`config.mk`:
```
export PLATFORM = sky130hd
export DESIGN_NAME = collision_probe_scheduler
export DESIGN_NICKNAME = d
export VERILOG_FILES = /design/src/rtl/collision_probe_scheduler.sv
export SDC_FILE = /design/constraint.sdc
export NUM_CORES = 1
export LEC_CHECK = 0
export BUFFER_PORTS_ARGS = -buffer_cell sky130_fd_sc_hd__buf_4
export CORE_MARGIN = 8
export CORE_UTILIZATION = 58
export DETAILED_ROUTE_END_ITERATION = 7
export PLACE_DENSITY = 0.91
export SYNTH_ARGS = -nofsm -noshare
export SYNTH_HDL_FRONTEND = slang
export SYNTH_SLANG_ARGS = --single-unit
```
`constraint.sdc`:
```
create_clock -name Clk -period 5.9 [get_ports Clk]
set_clock_uncertainty 0.05 [all_clocks]
set_input_delay 0.59 -clock Clk [delete_from_list [all_inputs] [get_ports Clk]]
set_output_delay 0.59 -clock Clk [all_outputs]
set_load 0.01 [all_outputs]
```
`src/rtl/collision_probe_scheduler.sv`:
```
// Time-shares the single combinational wall lookup between the VGA draw path and a
// once-per-frame sweep of 8 collision probes (4 per character), publishing contact flags.
module collision_probe_scheduler #(
  parameter int CHAR_W  = 20,
  parameter int CHAR_H  = 30,
  parameter int MAP_LAT = 0,
  parameter int SCR_W   = 640,
  parameter int SCR_H   = 480
) (
  input  logic       Clk,
  input  logic       Reset,
  input  logic       frame_start,
  input  logic       blank,
  input  logic [9:0] p0_x,
  input  logic [9:0] p0_y,
  input  logic [9:0] p1_x,
  input  logic [9:0] p1_y,
  input  logic       map_hit,
  output logic [9:0] probe_x,
  output logic [9:0] probe_y,
  output logic       probe_active,
  output logic [3:0] p0_flags,
  output logic [3:0] p1_flags,
  output logic       done,
  output logic       busy,
  output logic       overrun,
  output logic [1:0] dbg_state
);

  // Handshake: frame_start is a single-cycle request accepted only in IDLE with
  // blank high; done is a single-cycle completion strobe, overrun a single-cycle
  // rejection/abort strobe, and the two are mutually exclusive.

  localparam logic [1:0] S_IDLE   = 2'd0;
  localparam logic [1:0] S_ISSUE  = 2'd1;
  localparam logic [1:0] S_WAIT   = 2'd2;
  localparam logic [1:0] S_SAMPLE = 2'd3;

  localparam logic [11:0] HALF_W   = 12'(CHAR_W / 2);
  localparam logic [11:0] FULL_W   = 12'(CHAR_W);
  localparam logic [11:0] HALF_H   = 12'(CHAR_H / 2);
  localparam logic [11:0] FULL_H   = 12'(CHAR_H);
  localparam logic [11:0] SCR_W_12 = 12'(SCR_W);
  localparam logic [11:0] SCR_H_12 = 12'(SCR_H);
  localparam logic [9:0]  MAX_X    = 10'(SCR_W - 1);
  localparam logic [9:0]  MAX_Y    = 10'(SCR_H - 1);
  localparam logic [1:0]  LAT_LAST = 2'(MAP_LAT - 1);

  logic [1:0] state_q, state_d;
  logic [2:0] k_q, k_d;
  logic [1:0] wcnt_q, wcnt_d;
  logic [9:0] s0x_q, s0x_d, s0y_q, s0y_d;
  logic [9:0] s1x_q, s1x_d, s1y_q, s1y_d;
  logic [7:0] shadow_q, shadow_d;
  logic       off_q, off_d;
  logic [9:0] probe_x_q, probe_x_d, probe_y_q, probe_y_d;
  logic       active_q, active_d;
  logic [3:0] p0f_q, p0f_d, p1f_q, p1f_d;
  logic       done_q, done_d;
  logic       busy_q, busy_d;
  logic       ovr_q, ovr_d;

  // Probe geometry: 12-bit two's complement so that x-1 / y-1 going negative and
  // x+CHAR_W running past the screen edge are both representable without wrap.
  logic [11:0] base_x, base_y, cx, cy;
  logic        x_neg, y_neg, x_big, y_big, off_c;
  logic [9:0]  clamp_x, clamp_y;

  always_comb begin
    base_x = {2'b00, (k_q[2] ? s1x_q : s0x_q)};
    base_y = {2'b00, (k_q[2] ? s1y_q : s0y_q)};
    case (k_q[1:0])
      2'd0: begin
        cx = base_x + HALF_W;
        cy = base_y + FULL_H;
      end
      2'd1: begin
        cx = base_x + HALF_W;
        cy = base_y - 12'd1;
      end
      2'd2: begin
        cx = base_x - 12'd1;
        cy = base_y + HALF_H;
      end
      default: begin
        cx = base_x + FULL_W;
        cy = base_y + HALF_H;
      end
    endcase
  end

  always_comb begin
    x_neg = cx[11];
    y_neg = cy[11];
    x_big = !cx[11] && (cx >= SCR_W_12);
    y_big = !cy[11] && (cy >= SCR_H_12);
    off_c = x_neg || y_neg || x_big || y_big;
    if (x_neg) begin
      clamp_x = 10'd0;
    end else if (x_big) begin
      clamp_x = MAX_X;
    end else begin
      clamp_x = cx[9:0];
    end
    if (y_neg) begin
      clamp_y = 10'd0;
    end else if (y_big) begin
      clamp_y = MAX_Y;
    end else begin
      clamp_y = cy[9:0];
    end
  end

  always_comb begin
    state_d   = state_q;
    k_d       = k_q;
    wcnt_d    = wcnt_q;
    s0x_d     = s0x_q;
    s0y_d     = s0y_q;
    s1x_d     = s1x_q;
    s1y_d     = s1y_q;
    shadow_d  = shadow_q;
    off_d     = off_q;
    probe_x_d = probe_x_q;
    probe_y_d = probe_y_q;
    active_d  = active_q;
    p0f_d     = p0f_q;
    p1f_d     = p1f_q;
    busy_d    = busy_q;
    done_d    = 1'b0;
    ovr_d     = 1'b0;

    if (state_q == S_IDLE) begin
      if (frame_start) begin
        if (blank) begin
          s0x_d    = p0_x;
          s0y_d    = p0_y;
          s1x_d    = p1_x;
          s1y_d    = p1_y;
          shadow_d = 8'd0;
          k_d      = 3'd0;
          busy_d   = 1'b1;
          state_d  = S_ISSUE;
        end else begin
          ovr_d = 1'b1;
        end
      end
    end else if (!blank) begin
      // Active video has resumed: give the Map back to the draw path immediately.
      state_d  = S_IDLE;
      k_d      = 3'd0;
      busy_d   = 1'b0;
      active_d = 1'b0;
      ovr_d    = 1'b1;
    end else begin
      if (frame_start) begin
        ovr_d = 1'b1;
      end
      case (state_q)
        S_ISSUE: begin
          probe_x_d = clamp_x;
          probe_y_d = clamp_y;
          off_d     = off_c;
          active_d  = 1'b1;
          wcnt_d    = 2'd0;
          state_d   = (MAP_LAT > 0) ? S_WAIT : S_SAMPLE;
        end
        S_WAIT: begin
          if (wcnt_q == LAT_LAST) begin
            state_d = S_SAMPLE;
          end else begin
            wcnt_d = wcnt_q + 2'd1;
          end
        end
        default: begin
          shadow_d[k_q] = off_q | map_hit;
          if (k_q == 3'd7) begin
            p0f_d    = shadow_d[3:0];
            p1f_d    = shadow_d[7:4];
            done_d   = 1'b1;
            ovr_d    = 1'b0;
            busy_d   = 1'b0;
            active_d = 1'b0;
            k_d      = 3'd0;
            state_d  = S_IDLE;
          end else begin
            k_d     = k_q + 3'd1;
            state_d = S_ISSUE;
          end
        end
      endcase
    end
  end

  always_ff @(posedge Clk or negedge Reset) begin
    if (!Reset) begin
      state_q   <= S_IDLE;
      k_q       <= 3'd0;
      wcnt_q    <= 2'd0;
      s0x_q     <= 10'd0;
      s0y_q     <= 10'd0;
      s1x_q     <= 10'd0;
      s1y_q     <= 10'd0;
      shadow_q  <= 8'd0;
      off_q     <= 1'b0;
      probe_x_q <= 10'd0;
      probe_y_q <= 10'd0;
      active_q  <= 1'b0;
      p0f_q     <= 4'd0;
      p1f_q     <= 4'd0;
      done_q    <= 1'b0;
      busy_q    <= 1'b0;
      ovr_q     <= 1'b0;
    end else begin
      state_q   <= state_d;
      k_q       <= k_d;
      wcnt_q    <= wcnt_d;
      s0x_q     <= s0x_d;
      s0y_q     <= s0y_d;
      s1x_q     <= s1x_d;
      s1y_q     <= s1y_d;
      shadow_q  <= shadow_d;
      off_q     <= off_d;
      probe_x_q <= probe_x_d;
      probe_y_q <= probe_y_d;
      active_q  <= active_d;
      p0f_q     <= p0f_d;
      p1f_q     <= p1f_d;
      done_q    <= done_d;
      busy_q    <= busy_d;
      ovr_q     <= ovr_d;
    end
  end

  assign probe_x      = probe_x_q;
  assign probe_y      = probe_y_q;
  assign probe_active = active_q;
  assign p0_flags     = p0f_q;
  assign p1_flags     = p1f_q;
  assign done         = done_q;
  assign busy         = busy_q;
  assign overrun      = ovr_q;
  assign dbg_state    = state_q;

endmodule

```
## After elaboration in Yosys (flattened, before gate mapping)

Index checks and enable logic that the tools add are counted.

| operators by class | value |
|---|---|
| add/sub/neg operators | 8 |
| magnitude comparators | 4 |
| eq/ne operators | 15 |
| mux-type cells | 50 |
| bitwise logic cells | 3 |
| reduce and logical (&&, ||, !) cells | 22 |

Operators by type and width:

| kind | number |
|---|---|
| 10-bit 2-to-1 mux | 6 |
| 12-bit one-hot mux with 2 select lines | 2 |
| 8-bit 2-to-1 mux | 5 |
| 10-bit by 4-bit adder with 11-bit output, second input constant | 2 |
| 10-bit by 5-bit adder with 11-bit output, second input constant | 2 |
| 10-bit by 1-bit subtractor with 11-bit output, second input constant | 2 |
| 1-bit 2-to-1 mux | 20 |
| 3-bit 2-to-1 mux | 6 |
| 3-bit AND reduction | 6 |
| 12-bit by 10-bit greater-or-equal comparator with 1-bit output, second input constant | 1 |
| 12-bit by 9-bit greater-or-equal comparator with 1-bit output, second input constant | 1 |
| 2-bit 2-to-1 mux | 6 |
| 4-bit AND reduction | 3 |
| 8-bit bitwise mux | 1 |
| 2-bit != test, second input constant | 4 |
| 2-bit one-hot mux with 2 select lines | 2 |
| 2-bit equality test, second input constant | 3 |
| 3-bit by 1-bit != test with 1-bit output, second input constant | 2 |
| 2-bit by 1-bit equality test with 1-bit output, second input constant | 2 |
| 2-bit zero test | 2 |
| 3-bit by 4-bit < comparator with 1-bit output, second input constant | 1 |
| 4-bit != test, second input constant | 1 |
| 2-bit OR reduction | 2 |
| 3-bit by 1-bit adder with 3-bit output, second input constant | 1 |
| 13 further kinds | 19 |

| storage, ports and cells | value |
|---|---|
| flip-flop bits (word level) | 88 |
| input bits | 45 |
| output and inout bits | 34 |
| word-level logic and storage cells | 119 |

## Logic depth before layout (Yosys ltp)

| logic depth | value |
|---|---|
| word-level depth | 8 |
| gate-level depth with buffers | 17 |

## Least setup slack after synthesis

Ideal clock, no wire load.

| path | value |
|---|---|
| kind | register -> register |
| from | register k_q[2] |
| to | register probe_y_q[2], in the netlist probe_y[2] |
| setup time | 0.126 ns |
| data arrival time | 3.913 ns |
| required time | 5.724 ns |
| setup slack | 1.810 ns |
| cell stages (with the launch flop) | 18 |
| period minus slack after synthesis | 4.090 ns |
| cells stage by stage | dfrtp_1 -> buf_6 -> buf_6 -> buf_2 -> buf_2 -> buf_2 -> clkbuf_1 -> mux2i_1 -> ha_1 -> or4b_4 -> and2_4 -> buf_6 -> or4_4 -> o211ai_2 -> a211oi_2 -> a21oi_4 -> o221a_1 -> o21ai_1 |

| between the ends | value |
|---|---|
| word-level cells in the longest chain between the ends | 7 |

Ends and longest elaborated chain:

| item | line | text |
|---|---|---|
| start, declared | 50 | `logic [2:0] k_q, k_d;` |
| start signal, assigned | 216 | `k_q <= k_d;` |
| 10-bit 2-to-1 mux * | 71 | `base_y = {2'b00, (k_q[2] ? s1y_q : s0y_q)};` |
| 10-bit by 4-bit adder with 11-bit output (tied with other cells) | 83, 87 |  |
| 12-bit one-hot mux with 2 select lines * | 72 | `case (k_q[1:0])` |
| 12-bit by 9-bit greater-or-equal comparator with 1-bit output or 1-bit zero test (tied branches) | 96 | `y_big = !cy[11] && (cy >= SCR_H_12);` |
| 1-bit logical AND | 96 |  |
| 10-bit 2-to-1 mux | 107 | `end else if (y_big) begin` |
| 10-bit 2-to-1 mux * | 105 | `if (y_neg) begin` |
| end signal, assigned | 225 | `probe_y_q <= probe_y_d;` |
| end, declared | 56 | `logic [9:0] probe_x_q, probe_x_d, probe_y_q, probe_y_d;` |

Mark *: on every way between the ends. The rest lies on a longest branch, timed or not.
A chain may end at the register's enable or synchronous reset.

## Worst setup path after layout

| path | value |
|---|---|
| from | register k_q[2] |
| to | register probe_x_q[6], in the netlist probe_x[6] |

| between the ends | value |
|---|---|
| word-level cells in the longest chain between the ends | 7 |

Ends and longest elaborated chain:

| item | line | text |
|---|---|---|
| 10-bit 2-to-1 mux * | 70 | `base_x = {2'b00, (k_q[2] ? s1x_q : s0x_q)};` |
| 10-bit by 5-bit adder with 11-bit output (tied with other cells) | 86 | `cx = base_x + FULL_W;` |
| 12-bit one-hot mux with 2 select lines * | 72 |  |
| 12-bit by 10-bit greater-or-equal comparator with 1-bit output or 1-bit zero test (tied branches) | 95 | `x_big = !cx[11] && (cx >= SCR_W_12);` |
| 1-bit logical AND | 95 |  |
| 10-bit 2-to-1 mux | 100 | `end else if (x_big) begin` |
| 10-bit 2-to-1 mux * | 98 | `if (x_neg) begin` |
| end signal, assigned | 224 | `probe_x_q <= probe_x_d;` |
| end, declared | 56 |  |

Marks and branches as above.

==> run metrics <==
RSZ-0062 raised after global routing=no; first-pass GRT wire length=23.37 mm; CP endpoint kind=flip-flop; Seq cells post-synth=88; Post-layout nets=692; initial drt markers=418; initial antenna violation count=0; Initial Utilization=58.56%; post-synthesis average cell area=9.897 µm²; Peak VDD IR=0.2744 mV; data required time of the worst path=6.17 ns; largest net degree at the start of global routing=89; Top Usage Layer GRT=met2; worst hold slack=0.3669 ns; GR Util met2=34.66%; vias in the first global route=4754; Slew HR=26.30%; RD Place Congestion=0.9293; # hold bufs at CTS=0; DIE WIDTH=114.2 µm; Final period util=67.23%; synth warn=0; setup tns final=0 ns; switch share=44.46%; H-tree depth=3; drc violations=0; crit path cell chain=buf_4 > mux2i_1 > ha_1 > a21oi_1 > a221oi_2 > a21boi_0 > a2111oi_0 > a221o_1 > o21ai_2 > a31oi_1 > a21o_1; core area=9549 µm²; CP max-delay cell=buf_4; Max Cap Violations=0; Mapped Nets=630; fin area=6442 µm²; Synth async-reset ratio=100.0%; WP buf/inv=1; Post-synth EDFFs=0; Top Ports=79; Hold Path Class=in2async; Reg clk slew, reported paths=0.10 ns; Post CTS Setup Buffer Count=0; # port buffers=78; drt via density=6.205; register area share after synthesis=39.38%; remaining global-route overflow=0; Ant. Diodes=0; synthesized instance count=565; Pre-antenna DRT Iters=5; M3 GR Usage=4.114%; fill count=753; worst slew pin tran=1.106 ns; max-slew violations=0; CP max stage delay=0.65 ns; Top FF cell, synth=dfrtp_1; status=complete, no violations; routed length per instance=18.64 µm; Routed Antenna Nets=0; area delta synth->final=15.22%; post_cts resized=0; clock network power share=13.7%; Crit path arrival time=4.24 ns; Min Clock Period, post-route=3.966 ns; CTS Buf Count=9; synth unique cells=78; Seq pwr share=32.4%; M1 GR Usage=29.49%; Detailed Route WL=14.24 mm; Crit Path Class=reg2reg; hpwl dp=10.38 mm; Final Hold Violating Endpoints=0; CP Max Fanout=73; LEAKAGE=0.002801 µW; Internal=1936 µW; Sw Pwr=1549 µW; Overall Global Routing Usage=22.20%; startpoint types=flip-flop; Clock Tree Root=clkbuf_8; CP top delay family=compound AO/OA/AOI/OAI gates; # clock sinks=88; CTS max path bufs=2; combinational power share=53.9%; area post-placement=6226 µm²; worst skew pair latency=0.38 ns; std cell rows=36; vias=4741; Post-Syn Area=5592 µm²; die area=13040 µm²; CTS tree=built; final-report setup violation count=0; share of cells above drive strength 1=25.99%; Power Density=541.0 nW/µm²; max frequency=252.1 MHz; height of the die=114.2 µm
==> path summary, 6_finish.rpt <==
path / from / endpoint / slack, ns / cells past startpoint
worst max register to register: k_q[2] / probe_x[6] / 1.93 / 11
worst max-delay path: k_q[2] / probe_x[6] / 1.93 / 11
max in group asynchronous: Reset / k_q[2] / 4.68 / 1
worst min-delay path: Reset / s0y_q[2] / 0.37 / 1
min in group Clk: p1_x[6] / s1x_q[6] / 0.38 / 2
worst min register to register: probe_x[1] / probe_x[1] / 0.44 / 1
==> per-stage QoR <==
step           setup slack [ns]  cells  total power, µW  utilization, %
2_1_floorplan             1.810    565             2422               -
3_3_place_gp              2.339    749             2883           65.20
3_5_place_dp              2.008    749             2974           65.20
4_1_cts                   1.994    764             3452           67.47
5_1_grt                   1.536    764             3716           67.47
6_report                  1.934    764             3485           67.47
==> cell usage in the layout (no fill, tap or decap), types with 5 or more instances in the layout <==
| cell | count |
|---|---|
| a22o_1 | 7 |
| buf_4 | 80 |
| xnor2_1 | 16 |
| a211oi_1 | 8 |
| a21o_1 | 11 |
| nand2_1 | 50 |
| a21oi_1 | 22 |
| ha_1 | 20 |
| dfrtp_1 | 87 |
| a31oi_1 | 10 |
| inv_1 | 21 |
| nor2_1 | 22 |
| nor4_1 | 7 |
| nand3_1 | 17 |
| clkbuf_8 | 9 |
| o21ai_0 | 40 |
| a22oi_1 | 5 |
| nor3_1 | 13 |
| mux2i_1 | 28 |
| nor2b_1 | 8 |
| xor2_1 | 6 |
| mux2_2 | 48 |
==> per-layer routing <==
metal	wire length, µm	share of wire (%)	vias to the layer above
met3	1024	7.2	28
li1	-	-	2225
met5	0	0	-
met2	6608	46	198
met4	306	2.1	0
met1	6299	44	2290
==> cell usage after synthesis, types with 7 or more instances <==
| master | count | area (µm²) |
|---|---|---|
| dfrtp_1 | 88 | 2202 |
| nand2_1 | 50 | 187.7 |
| mux2_2 | 48 | 540.5 |
| o21ai_0 | 40 | 200.2 |
| mux2i_1 | 28 | 280.3 |
| a21oi_1 | 22 | 110.1 |
| nor2_1 | 22 | 82.58 |
| inv_1 | 21 | 78.83 |
| ha_1 | 20 | 250.2 |
| nand3_1 | 18 | 90.09 |
| xnor2_1 | 16 | 140.1 |
| clkbuf_1 | 14 | 52.55 |
| nor3_1 | 13 | 65.06 |
| a21o_1 | 11 | 82.58 |
| a31oi_1 | 10 | 62.56 |
| a211oi_1 | 8 | 60.06 |
| nor2b_1 | 8 | 50.05 |
| a22o_1 | 7 | 61.31 |
| nor4_1 | 7 | 43.79 |
==> flip-flops by register name (all words and copies together) (netlist names) <==
register	count
s0y_q	10
s0x_q	10
overrun	1
probe_x	10
s1y_q	10
p1_flags	4
shadow_q	8
p0_flags	4
dbg_state	2
off_q	1
s1x_q	10
k_q	3
probe_y	10
done	1
probe_active	1
wcnt_q	2
busy	1
==> cells by family after synthesis <==
| family | Yosys count | share of synthesized area (%) |
|---|---|---|
| adders and majority gates | 20 | 4.475 |
| buffers and inverters | 50 | 3.894 |
| muxes | 78 | 15.33 |
| xor gates and xnor gates | 22 | 3.446 |
| AOI/OAI and AO/OA | 151 | 18.73 |
| and+or+nand+nor | 156 | 14.75 |
| DFF | 88 | 39.38 |
==> cell type report <==
cell class                      count  area, µm²  share of cell area [%]
Clock buffer                        9      123.9                   1.923
Clock inverter                      6      92.59                   1.437
Inverter                           21      78.83                   1.224
Multi-Input combinational cell    427       3177                   49.31
Sequential cell                    88       2203                   34.20
Tap cell                          133      166.4                   2.583
Timing Repair Buffer               80      600.6                   9.322
==> power by group through the flow <==
stage               Combinational (µW)  Clock (µW)  Sequential [µW]
global route                      2050         502             1160
detailed placement                1840           0             1130
CTS                               1850         479             1120
floorplan                         1340           0             1090
global placement                  1770           0             1120
finish                            1880         477             1130
Power figures use the tool's default switching activity.
